--- config.mk ---
export PLATFORM = sky130hd
export DESIGN_NAME = adc2ram_mc_flat
export DESIGN_NICKNAME = d
export VERILOG_FILES = /design/src/rtl/adc2ram_mc_if.sv /design/src/rtl/adc2ram_mc.sv /design/src/flat_wrapper.sv
export SDC_FILE = /design/constraint.sdc
export NUM_CORES = 1
export LEC_CHECK = 0
export BUFFER_PORTS_ARGS = -buffer_cell sky130_fd_sc_hd__buf_2
export CAP_MARGIN = 40
export CORE_MARGIN = 3
export CORE_UTILIZATION = 49
export CTS_CLUSTER_DIAMETER = 150
export CTS_CLUSTER_SIZE = 16
export DETAILED_ROUTE_END_ITERATION = 7
export PLACE_DENSITY = 0.76
export SKIP_CTS_REPAIR_TIMING = 1
export SYNTH_ARGS = -nofsm -noshare
export SYNTH_HDL_FRONTEND = slang
export SYNTH_SLANG_ARGS = --single-unit
--- constraint.sdc ---
create_clock -name clk -period 2.28 [get_ports clk]
set_input_delay 0.228 -clock clk [delete_from_list [all_inputs] [get_ports clk]]
set_output_delay 0.228 -clock clk [all_outputs]
set_load 0.02 [all_outputs]
--- src/rtl/adc2ram_mc_if.sv ---
// adc2ram_mc bus: console fs/fd handshake, run setup,
// per-channel ADC FIFO read side and RAM port A write side.
interface adc2ram_mc_if #(
   parameter int NUM_CH = 8,
   parameter int DW     = 8,
   parameter int AW     = 12,
   parameter int FW     = 8
);
   logic                 fs;
   logic                 fd;
   logic [AW-1:0]        ram_txa_init;
   logic [NUM_CH-1:0]    ch_mask;
   logic [FW-1:0]        frame_num;
   logic [NUM_CH-1:0]    fifo_empty;
   logic [NUM_CH-1:0]    fifo_rden;
   logic [NUM_CH*DW-1:0] fifo_rxd;
   logic                 ram_txen;
   logic [AW-1:0]        ram_txa;
   logic [DW-1:0]        ram_txd;
   logic [AW-1:0]        data_len;
   logic                 err_timeout;

   modport master (
      output fs, ram_txa_init, ch_mask, frame_num,
      output fifo_empty, fifo_rxd,
      input  fd, fifo_rden, ram_txen, ram_txa, ram_txd,
      input  data_len, err_timeout
   );

   modport slave (
      input  fs, ram_txa_init, ch_mask, frame_num,
      input  fifo_empty, fifo_rxd,
      output fd, fifo_rden, ram_txen, ram_txa, ram_txd,
      output data_len, err_timeout
   );
endinterface

--- src/rtl/adc2ram_mc.sv ---
// adc2ram_mc: round-robin drain of NUM_CH ADC FIFOs into
// frame RAM port A, with channel mask, frame count and stall fill.
module adc2ram_mc #(
   parameter int            NUM_CH  = 8,
   parameter int            DW      = 8,
   parameter int            AW      = 12,
   parameter int            FW      = 8,
   parameter int            TIMEOUT = 1024,
   parameter logic [DW-1:0] FILL    = 8'h00
) (
   input logic         clk,
   input logic         rst_n,
   adc2ram_mc_if.slave bus
);

   localparam int IW = (NUM_CH > 1) ? $clog2(NUM_CH) : 1;
   localparam int TW = $clog2(TIMEOUT + 1);

   localparam logic [2:0] S_IDLE  = 3'd0;
   localparam logic [2:0] S_LOAD  = 3'd1;
   localparam logic [2:0] S_SEL   = 3'd2;
   localparam logic [2:0] S_READ  = 3'd3;
   localparam logic [2:0] S_WRITE = 3'd4;
   localparam logic [2:0] S_FILLW = 3'd5;
   localparam logic [2:0] S_NEXT  = 3'd6;
   localparam logic [2:0] S_DONE  = 3'd7;

   logic [2:0]        state_q, state_d;
   logic [AW-1:0]     base_q, base_d;
   logic [NUM_CH-1:0] mask_q, mask_d;
   logic [FW-1:0]     frames_q, frames_d;
   logic [FW-1:0]     frame_q, frame_d;
   logic [IW-1:0]     idx_q, idx_d;
   logic [TW-1:0]     tmo_q, tmo_d;
   logic [AW-1:0]     off_q, off_d;
   logic [AW-1:0]     len_q, len_d;
   logic              err_q, err_d;
   logic              fd_q, fd_d;
   logic [NUM_CH-1:0] rden_q, rden_d;
   logic              txen_q, txen_d;
   logic [AW-1:0]     txa_q, txa_d;
   logic [DW-1:0]     txd_q, txd_d;

   logic [IW-1:0]     ld_idx;
   logic [IW-1:0]     lo_idx;
   logic [IW-1:0]     nx_idx;
   logic              nx_found;
   logic [DW-1:0]     rxd_sel;

   // Priority searches: lowest enabled channel of the incoming
   // mask, of the latched mask, and the next one above idx.
   always_comb begin
      ld_idx   = '0;
      lo_idx   = '0;
      nx_idx   = '0;
      nx_found = 1'b0;
      for (int i = NUM_CH - 1; i >= 0; i--) begin
         if (bus.ch_mask[i]) ld_idx = IW'(i);
         if (mask_q[i]) lo_idx = IW'(i);
         if (mask_q[i] && (i > int'(idx_q))) begin
            nx_idx   = IW'(i);
            nx_found = 1'b1;
         end
      end
   end

   // Data of the channel being written, returned by its FIFO.
   always_comb begin
      rxd_sel = '0;
      for (int i = 0; i < NUM_CH; i++) begin
         if (idx_q == IW'(i)) rxd_sel = bus.fifo_rxd[i*DW +: DW];
      end
   end

   // Run sequencer: next state and next values of all outputs.
   always_comb begin
      state_d  = state_q;
      base_d   = base_q;
      mask_d   = mask_q;
      frames_d = frames_q;
      frame_d  = frame_q;
      idx_d    = idx_q;
      tmo_d    = tmo_q;
      off_d    = off_q;
      len_d    = len_q;
      err_d    = err_q;
      fd_d     = fd_q;
      rden_d   = '0;
      txen_d   = 1'b0;
      txa_d    = txa_q;
      txd_d    = txd_q;
      case (state_q)
         S_IDLE: begin
            fd_d = 1'b0;
            if (bus.fs) state_d = S_LOAD;
         end
         S_LOAD: begin
            base_d   = bus.ram_txa_init;
            mask_d   = bus.ch_mask;
            frames_d = bus.frame_num;
            frame_d  = '0;
            idx_d    = ld_idx;
            tmo_d    = '0;
            off_d    = '0;
            len_d    = '0;
            err_d    = 1'b0;
            if (bus.ch_mask == '0 || bus.frame_num == '0) begin
               state_d = bus.fs ? S_DONE : S_IDLE;
               fd_d    = bus.fs;
            end else begin
               state_d = S_SEL;
            end
         end
         S_SEL: begin
            if (!mask_q[idx_q]) begin
               state_d = S_NEXT;
            end else if (!bus.fifo_empty[idx_q]) begin
               rden_d[idx_q] = 1'b1;
               state_d       = S_READ;
            end else if (tmo_q == TW'(TIMEOUT - 1)) begin
               state_d = S_FILLW;
            end else begin
               tmo_d = tmo_q + TW'(1);
            end
         end
         S_READ: begin
            state_d = S_WRITE;
         end
         S_WRITE, S_FILLW: begin
            txen_d = 1'b1;
            txa_d  = base_q + off_q;
            txd_d  = (state_q == S_FILLW) ? FILL : rxd_sel;
            if (state_q == S_FILLW) err_d = 1'b1;
            off_d  = off_q + AW'(1);
            if (len_q != '1) len_d = len_q + AW'(1);
            tmo_d   = '0;
            state_d = S_NEXT;
         end
         S_NEXT: begin
            if (nx_found) begin
               idx_d   = nx_idx;
               state_d = S_SEL;
            end else if (frame_q + FW'(1) == frames_q) begin
               state_d = bus.fs ? S_DONE : S_IDLE;
               fd_d    = bus.fs;
            end else begin
               frame_d = frame_q + FW'(1);
               idx_d   = lo_idx;
               state_d = S_SEL;
            end
         end
         S_DONE: begin
            fd_d = bus.fs;
            if (!bus.fs) state_d = S_IDLE;
         end
         default: begin
            state_d = S_IDLE;
         end
      endcase
   end

   // State and output registers, cleared by synchronous reset.
   always_ff @(posedge clk) begin
      if (!rst_n) begin
         state_q  <= S_IDLE;
         base_q   <= '0;
         mask_q   <= '0;
         frames_q <= '0;
         frame_q  <= '0;
         idx_q    <= '0;
         tmo_q    <= '0;
         off_q    <= '0;
         len_q    <= '0;
         err_q    <= 1'b0;
         fd_q     <= 1'b0;
         rden_q   <= '0;
         txen_q   <= 1'b0;
         txa_q    <= '0;
         txd_q    <= '0;
      end else begin
         state_q  <= state_d;
         base_q   <= base_d;
         mask_q   <= mask_d;
         frames_q <= frames_d;
         frame_q  <= frame_d;
         idx_q    <= idx_d;
         tmo_q    <= tmo_d;
         off_q    <= off_d;
         len_q    <= len_d;
         err_q    <= err_d;
         fd_q     <= fd_d;
         rden_q   <= rden_d;
         txen_q   <= txen_d;
         txa_q    <= txa_d;
         txd_q    <= txd_d;
      end
   end

   assign bus.fd          = fd_q;
   assign bus.fifo_rden   = rden_q;
   assign bus.ram_txen    = txen_q;
   assign bus.ram_txa     = txa_q;
   assign bus.ram_txd     = txd_q;
   assign bus.data_len    = len_q;
   assign bus.err_timeout = err_q;

endmodule

--- src/flat_wrapper.sv ---
// flat-port wrapper written by rule: the top's interface ports become plain ports
module adc2ram_mc_flat 
#(
   parameter int            NUM_CH  = 8,
   parameter int            DW      = 8,
   parameter int            AW      = 12,
   parameter int            FW      = 8,
   parameter int            TIMEOUT = 1024,
   parameter logic [DW-1:0] FILL    = 8'h00
)
  (clk, rst_n, bus_fs, bus_ram_txa_init, bus_ch_mask, bus_frame_num, bus_fifo_empty, bus_fifo_rxd, bus_fd, bus_fifo_rden, bus_ram_txen, bus_ram_txa, bus_ram_txd, bus_data_len, bus_err_timeout);
  adc2ram_mc_if #(.NUM_CH(NUM_CH), .DW(DW), .AW(AW), .FW(FW)) bus_i ();
  input logic clk;
  input logic rst_n;
  input wire logic [$bits(bus_i.fs)-1:0] bus_fs;
  input wire logic [$bits(bus_i.ram_txa_init)-1:0] bus_ram_txa_init;
  input wire logic [$bits(bus_i.ch_mask)-1:0] bus_ch_mask;
  input wire logic [$bits(bus_i.frame_num)-1:0] bus_frame_num;
  input wire logic [$bits(bus_i.fifo_empty)-1:0] bus_fifo_empty;
  input wire logic [$bits(bus_i.fifo_rxd)-1:0] bus_fifo_rxd;
  output wire logic [$bits(bus_i.fd)-1:0] bus_fd;
  output wire logic [$bits(bus_i.fifo_rden)-1:0] bus_fifo_rden;
  output wire logic [$bits(bus_i.ram_txen)-1:0] bus_ram_txen;
  output wire logic [$bits(bus_i.ram_txa)-1:0] bus_ram_txa;
  output wire logic [$bits(bus_i.ram_txd)-1:0] bus_ram_txd;
  output wire logic [$bits(bus_i.data_len)-1:0] bus_data_len;
  output wire logic [$bits(bus_i.err_timeout)-1:0] bus_err_timeout;
  assign bus_i.fs = bus_fs;
  assign bus_i.ram_txa_init = bus_ram_txa_init;
  assign bus_i.ch_mask = bus_ch_mask;
  assign bus_i.frame_num = bus_frame_num;
  assign bus_i.fifo_empty = bus_fifo_empty;
  assign bus_i.fifo_rxd = bus_fifo_rxd;
  assign bus_fd = bus_i.fd;
  assign bus_fifo_rden = bus_i.fifo_rden;
  assign bus_ram_txen = bus_i.ram_txen;
  assign bus_ram_txa = bus_i.ram_txa;
  assign bus_ram_txd = bus_i.ram_txd;
  assign bus_data_len = bus_i.data_len;
  assign bus_err_timeout = bus_i.err_timeout;
  adc2ram_mc #(.NUM_CH(NUM_CH), .DW(DW), .AW(AW), .FW(FW), .TIMEOUT(TIMEOUT), .FILL(FILL)) u_core (.clk(clk), .rst_n(rst_n), .bus(bus_i));
endmodule
==> results.txt, run 1 <==
Fmax -> 453 MHz
WHS Endpoint -> u_core.base_q[9]$_SDFFE_PN0P_
Combinational share of power -> 0.238
Post-synthesis sequential area ratio -> 0.360
Placer congestion estimate -> 0.873
Main flop type after synthesis -> dfxtp_1
CTS buffer count -> 9
Worst Path Required -> 2530 ps
CP Max Fanout -> 5
P_leak -> 3.14 nW
Switching power -> 0.00140 W
Die H -> 117 um
Synth cell types -> 72
Routed WL -> 15.9 mm
GRT overflow -> 0
# clock sinks -> 108
Hold WC Path Type -> input port to register
Final Cycle Share -> 0.969
Tmin final -> 2210 ps
Rows -> 39
Placed wire-length estimate -> 12.3 mm
Most frequent cells in the layout -> buf_2, nand2_1, dfxtp_1
ANT cells -> 0
Initial antenna violation count -> 0
Clock skew -> 6.11 ps
Final #Nets -> 1,040
Critical path arrival -> 2460 ps
Worst-Margin Slew -> 535 ps
Largest net degree at the start of global routing -> 46
Final ANT Viol Nets -> 0
Clock tree from TritonCTS -> yes
Most common cell after layout, fill and taps aside -> buf_2
Fraction of layout cells with a size suffix above 1 -> 0.286
CP Capture Type -> register
CTS max path bufs -> 2
CTS Root Cell -> clkbuf_16
Total power -> 0.00470 W
Pwr dens -> 620 nW/um^2
Fin cells -> 1,069
Drt wl/cell -> 14.9 um
H-Tree Depth -> 3
Clock share of power -> 0.327
Rel. slew slack -> 0.634
Full die area -> 13,600 sq um
Worst IR Drop VDD -> 555 uV
Worst reg2reg endpoint -> u_core.idx_q[1]$_SDFFE_PN0P_
Max Cap Viol -> 0
Mapped Area -> 6010 sq um
PortBufs -> 145
Hold path depth -> 3
Crit path kind -> register to register
GRT Util Overall -> 0.232
Startpoint Class -> register
Synth Register Bits -> 108
Cells after Synth -> 745
Reg2reg path depth -> 9
DRC -> 0
Fin Hold WS -> 110 ps
Placed Instances -> 1,050
Clk_lat worst skew -> 360 ps
Hold Path Origin -> bus_ram_txa_init[9]
Reg-to-Reg Start -> u_core.frame_q[0]$_SDFFE_PN0P_
DR vias -> 5,966
RSZ-0062 raised after global routing -> yes
Post-synth EDFFs -> 0
First-pass DRT Iterations -> 5
Starting DRC count in detailed routing -> 358
Final Max Tran Viols -> 0
Vias in the first global route -> 5,313
Switch share -> 0.299
Int Power -> 0.00329 W
Syn Area/Cell -> 8.06 sq um
Die X -> 117 um
Initial core utilization -> 0.513
IO Pins -> 146
Syn Nets -> 864
Reg2Reg Setup Slack -> 70 ps
Post-synth ARST share -> 0
Layout area overhead -> 26.1%
Core area -> 11,700 sq um
First-pass GRT wire length -> 25.3 mm
Final hold vios -> 0
Via density -> 5.58
Ys Warns -> 0
Final setup viols -> 0
Clock transition at path regs -> 70 ps
Status -> complete, no violations
Sequential share of power -> 0.434
## worst max-delay path: stages (launching register included)
cell	delay, ps
dfxtp_1	340
buf_4	150
nand2_1	120
or4_1	560
o311ai_2	130
a21oi_4	160
o31ai_4	220
buf_4	170
nor2b_1	40
a211oi_1	230
## metrics by stage
| step | util | instance area [sq um] | setup slack, ps | TNS [ps] |
|---|---|---|---|---|
| global route | 0.647 | 7570 | -27.5 | -52.1 |
| global placement | 0.613 | 7180 | -81.4 | -410 |
| CTS | 0.639 | 7480 | -166 | -837 |
| detailed placement | 0.613 | 7180 | -141 | -566 |
| floorplan | - | 6010 | 19.8 | 0 |
| finish | 0.647 | 7570 | 71.5 | 0 |
## final cells by class
| class | count | area [sq um] |
|---|---|---|
| clock buffers | 12 | 267 |
| well taps | 143 | 179 |
| multi-input cells | 577 | 3660 |
| inverters | 24 | 90.1 |
| flip-flops and latches | 108 | 2160 |
| clock inverters | 4 | 31.3 |
| fillers | 1041 | 4140 |
| repair buffers | 201 | 1180 |
## synth_stat cells, types with 7 or more instances
cell,number,area (sq um)
o21ai_0,41,205
mux4_2,8,180
o22ai_1,9,56.3
nand4_1,12,75.1
nand3_1,18,90.1
xnor2_1,10,87.6
nor2_1,96,360
ha_1,15,188
inv_1,23,86.3
a2111oi_0,8,70.1
a21oi_1,65,325
and3_1,11,68.8
dfxtp_1,108,2160
nand2_1,107,402
nor3_1,12,60.1
nor2b_1,9,56.3
nor4_1,8,50.1
clkbuf_1,26,97.6
a211oi_1,10,75.1
nand2b_1,11,68.8
mux2_2,9,101
xor2_1,24,210
or3_1,7,43.8
## how the worst max path moves through the flow
stage	from	endpoint	slack (ps)	depth (start not counted)
6_report	u_core.frame_q[0]$_SDFFE_PN0P_	u_core.idx_q[1]$_SDFFE_PN0P_	70	9
5_1_grt	u_core.idx_q[0]$_SDFFE_PN0P_	u_core.tmo_q[7]$_SDFFE_PN0P_	-30	10
4_1_cts	u_core.idx_q[1]$_SDFFE_PN0P_	u_core.tmo_q[7]$_SDFFE_PN0P_	-170	8
3_5_place_dp	u_core.idx_q[0]$_SDFFE_PN0P_	u_core.tmo_q[7]$_SDFFE_PN0P_	-140	9
3_3_place_gp	u_core.idx_q[0]$_SDFFE_PN0P_	u_core.tmo_q[9]$_SDFFE_PN0P_	-80	9
2_1_floorplan	u_core.frame_q[0]$_SDFFE_PN0P_	u_core.frame_q[7]$_SDFFE_PN0P_	20	9
## routing by layer
layer	vias up	share of wire	track usage
met4	0	0.010	0.0459
li1	3025	-	-
met2	123	0.50	0.405
met5	-	0	0
met3	15	0.046	0.0528
met1	2803	0.45	0.296
## power by group through the flow
stage / clock [W] / sequential, W / combinational (W)
2_1_floorplan: 0 / 0.00208 / 0.000706
3_3_place_gp: 0 / 0.00208 / 0.00108
3_5_place_dp: 0 / 0.00208 / 0.00109
4_1_cts: 0.00157 / 0.00204 / 0.00109
5_1_grt: 0.00165 / 0.00205 / 0.00123
6_report: 0.00154 / 0.00204 / 0.00112
## state kept, by name, indices dropped and copies added, names as in the netlist, 3 cells and up
register / flops
u_core.base_q: 12
u_core.bus.data_len: 12
u_core.bus.fifo_rden: 8
u_core.bus.ram_txa: 12
u_core.bus.ram_txd: 8
u_core.frame_q: 8
u_core.frames_q: 8
u_core.idx_q: 3
u_core.mask_q: 8
u_core.off_q: 12
u_core.state_q: 3
u_core.tmo_q: 11
## kinds of logic (layout without fill, tap and decap cells)
family | after synthesis | in the layout | share of synthesized area
compound gates | 195 | 195 | 0.218
simple gates | 307 | 307 | 0.235
flops | 108 | 108 | 0.360
buf+inv | 60 | 241 | 0.0406
fa+ha+maj | 16 | 16 | 0.0346
mux | 25 | 25 | 0.0619
xor+xnor | 34 | 34 | 0.0496
No activity file was read; power rests on OpenSTA's default activity.
==> inputs of run 2 (changes only) <==
--- a/config.mk
+++ b/config.mk
@@ -13,6 +13,7 @@
 export CTS_CLUSTER_SIZE = 16
 export DETAILED_ROUTE_END_ITERATION = 7
 export PLACE_DENSITY = 0.76
+export RECOVER_POWER = 100
 export SKIP_CTS_REPAIR_TIMING = 1
 export SYNTH_ARGS = -nofsm -noshare
 export SYNTH_HDL_FRONTEND = slang
==> run 2 against run 1 <==
Total power is 0.31% lower; sequential power hardly changed; sequential share of layout area increased by 0.35 points; first-iteration DRC count increased by 12%; clock power hardly changed; maximum frequency shrank 0.40%; non-clock buffer count unchanged; combinational power barely moved; critical endpoint unchanged; largest cell class unchanged.
==> results.txt, run 2 (same netlist as run 1, synthesis figures left out) <==
CTS max path bufs -> 2 (unchanged)
CP Max Fanout -> 5 (unchanged)
Fillers -> 1,082 (was 1,041)
Final Max Tran Viols -> 0 (unchanged)
RSZ-0062 raised after global routing -> yes (unchanged)
Worst Path Required -> 2530 ps (about the same)
Status -> complete, no violations (unchanged)
Largest net degree at the start of global routing -> 46 (unchanged)
H-Tree Depth -> 3 (unchanged)
Initial core utilization -> 0.513 (unchanged)
Core area -> 11,700 sq um (unchanged)
Placed wire-length estimate -> 12.3 mm (unchanged)
Routed WL -> 16.0 mm (was 15.9 mm)
Clock transition at path regs -> 70 ps (about the same)
Cell Area, Placed -> 7180 sq um (unchanged)
Rel. slew slack -> 0.569 (was 0.634)
Final TNS setup -> 0 ps (unchanged)
Hold WC Path Type -> input port to register (unchanged)
CP Capture Type -> register (unchanged)
# clock sinks -> 108 (unchanged)
Layout area overhead -> 24.5% (was 26.1%)
Fraction of layout cells with a size suffix above 1 -> 0.229 (was 0.286)
PortBufs -> 145 (unchanged)
Starting DRC count in detailed routing -> 400 (was 358)
Via density -> 5.58 (about the same)
IO Pins -> 146 (unchanged)
Initial antenna violation count -> 0 (unchanged)
Rows -> 39 (unchanged)
Die X -> 117 um (unchanged)
Die H -> 117 um (unchanged)
Startpoint Class -> register (unchanged)
Crit-path cells -> buf_4 > nand2_1 > or4_1 > o311ai_2 > a21oi_4 > o31ai_4 > buf_4 > nor2b_1 > a211oi_1 (unchanged)
ANT cells -> 0 (unchanged)
Clock skew -> 7.53 ps (was 6.11 ps)
Final #Nets -> 1,040 (unchanged)
Clk_lat worst skew -> 360 ps (about the same)
First-pass GRT wire length -> 25.3 mm (unchanged)
Final Cycle Share -> 0.972 (was 0.969)
P_leak -> 2.92 nW (was 3.14 nW)
Crit path kind -> register to register (unchanged)
GRT overflow -> 0 (unchanged)
CTS Root Cell -> clkbuf_16 (unchanged)
DR vias -> 5,962 (was 5,966)
Cell mode on critical path -> buf_4 (unchanged)
Most frequent cells in the layout -> nand2_1, dfxtp_1, buf_2 (was buf_2, nand2_1, dfxtp_1)
CTS buffer count -> 9 (unchanged)
Worst-Margin Slew -> 646 ps (was 535 ps)
Worst IR Drop VDD -> 553 uV (was 555 uV)
Final hold vios -> 0 (unchanged)
Crit-path slowest cell -> or4_1 (unchanged)
DRC -> 0 (unchanged)
Max Cap Viol -> 0 (unchanged)
Final instance area -> 7480 sq um (was 7570 sq um)
CP max stage delay -> 560 ps (about the same)
First-pass DRT Iterations -> 5 (unchanged)
Final ANT Viol Nets -> 0 (unchanged)
Final setup viols -> 0 (unchanged)
Fmax -> 451 MHz (was 453 MHz)
Most common cell after layout, fill and taps aside -> nand2_1 (was buf_2)
GRT Util Overall -> 0.232 (unchanged)
Tmin final -> 2220 ps (was 2210 ps)
Clock tree from TritonCTS -> yes (unchanged)
Full die area -> 13,600 sq um (unchanged)
Critical path arrival -> 2470 ps (was 2460 ps)
Drt wl/cell -> 14.9 um (about the same)
Placer congestion estimate -> 0.873 (unchanged)
Pwr dens -> 626 nW/um^2 (was 620 nW/um^2)
Vias in the first global route -> 5,313 (unchanged)
## run 2: changes by cell type in the layout (fill, tap and decap cells not counted)
cell,delta
clkbuf_2,+1
nor2b_1,+1
nor2b_2,-1
buf_4,-10
buf_2,-43
clkbuf_1,+52
## run 2: worst max-delay path, delay by kind of cell, from the launching register on
family                 cells  cell delay [ps]
AO/OA/AOI/OAI              4              740
buffers and inverters      2              320
AND/OR/NAND/NOR            3              720
flip-flops                 1              340
## run 2: metrics by stage
stage / utilization / setup slack, ps / cells / hold slack [ps] / power (W)
floorplan: - / 19.8 / 745 / 364 / 0.00278
global placement: 0.613 / -81.4 / 1050 / 441 / 0.00315
detailed placement: 0.613 / -141 / 1050 / 447 / 0.00316
CTS: 0.639 / -166 / 1066 / 98.3 / 0.00470
global route: 0.639 / -27.5 / 1069 / 98.5 / 0.00491
finish: 0.639 / 62.8 / 1069 / 106 / 0.00468
## run 2: layer usage
| layer | share of wire | track usage | vias to the layer above | routed length (um) |
|---|---|---|---|---|
| met1 | 0.45 | 0.296 | 2793 | 7130 |
| met5 | 0 | 0 | - | 0 |
| li1 | - | - | 3022 | - |
| met4 | 0.010 | 0.0459 | 0 | 167 |
| met3 | 0.049 | 0.0528 | 15 | 779 |
| met2 | 0.49 | 0.405 | 132 | 7900 |
## run 2: worst paths after layout
check                                     start                                 end  slack (ps)  cells after the start
min reg2reg  u_core.bus.ram_txa[2]$_SDFFE_PN0N_  u_core.bus.ram_txa[2]$_SDFFE_PN0N_         460                      2
min                         bus_ram_txa_init[9]       u_core.base_q[9]$_SDFFE_PN0P_         110                      3
max reg2reg      u_core.frame_q[0]$_SDFFE_PN0P_        u_core.idx_q[1]$_SDFFE_PN0P_          60                      9
max              u_core.frame_q[0]$_SDFFE_PN0P_        u_core.idx_q[1]$_SDFFE_PN0P_          60                      9
## run 2: area by class of cell
| class | count | area (sq um) | share of cell area |
|---|---|---|---|
| Inverter | 24 | 90.1 | 0.0120 |
| Sequential cell | 108 | 2160 | 0.289 |
| Tap cell | 143 | 179 | 0.0239 |
| Clock buffer | 12 | 267 | 0.0356 |
| Timing Repair Buffer | 201 | 1090 | 0.146 |
| Multi-Input combinational cell | 577 | 3660 | 0.489 |
| Clock inverter | 4 | 31.3 | 0.00418 |
## run 2: power by group
group	switching, W	total, W	internal, W	leakage [nW]
sequential	0.0000759	0.00204	0.00197	0.874
combinational	0.000627	0.00110	0.000473	1.91
clock	0.000705	0.00154	0.000834	0.137
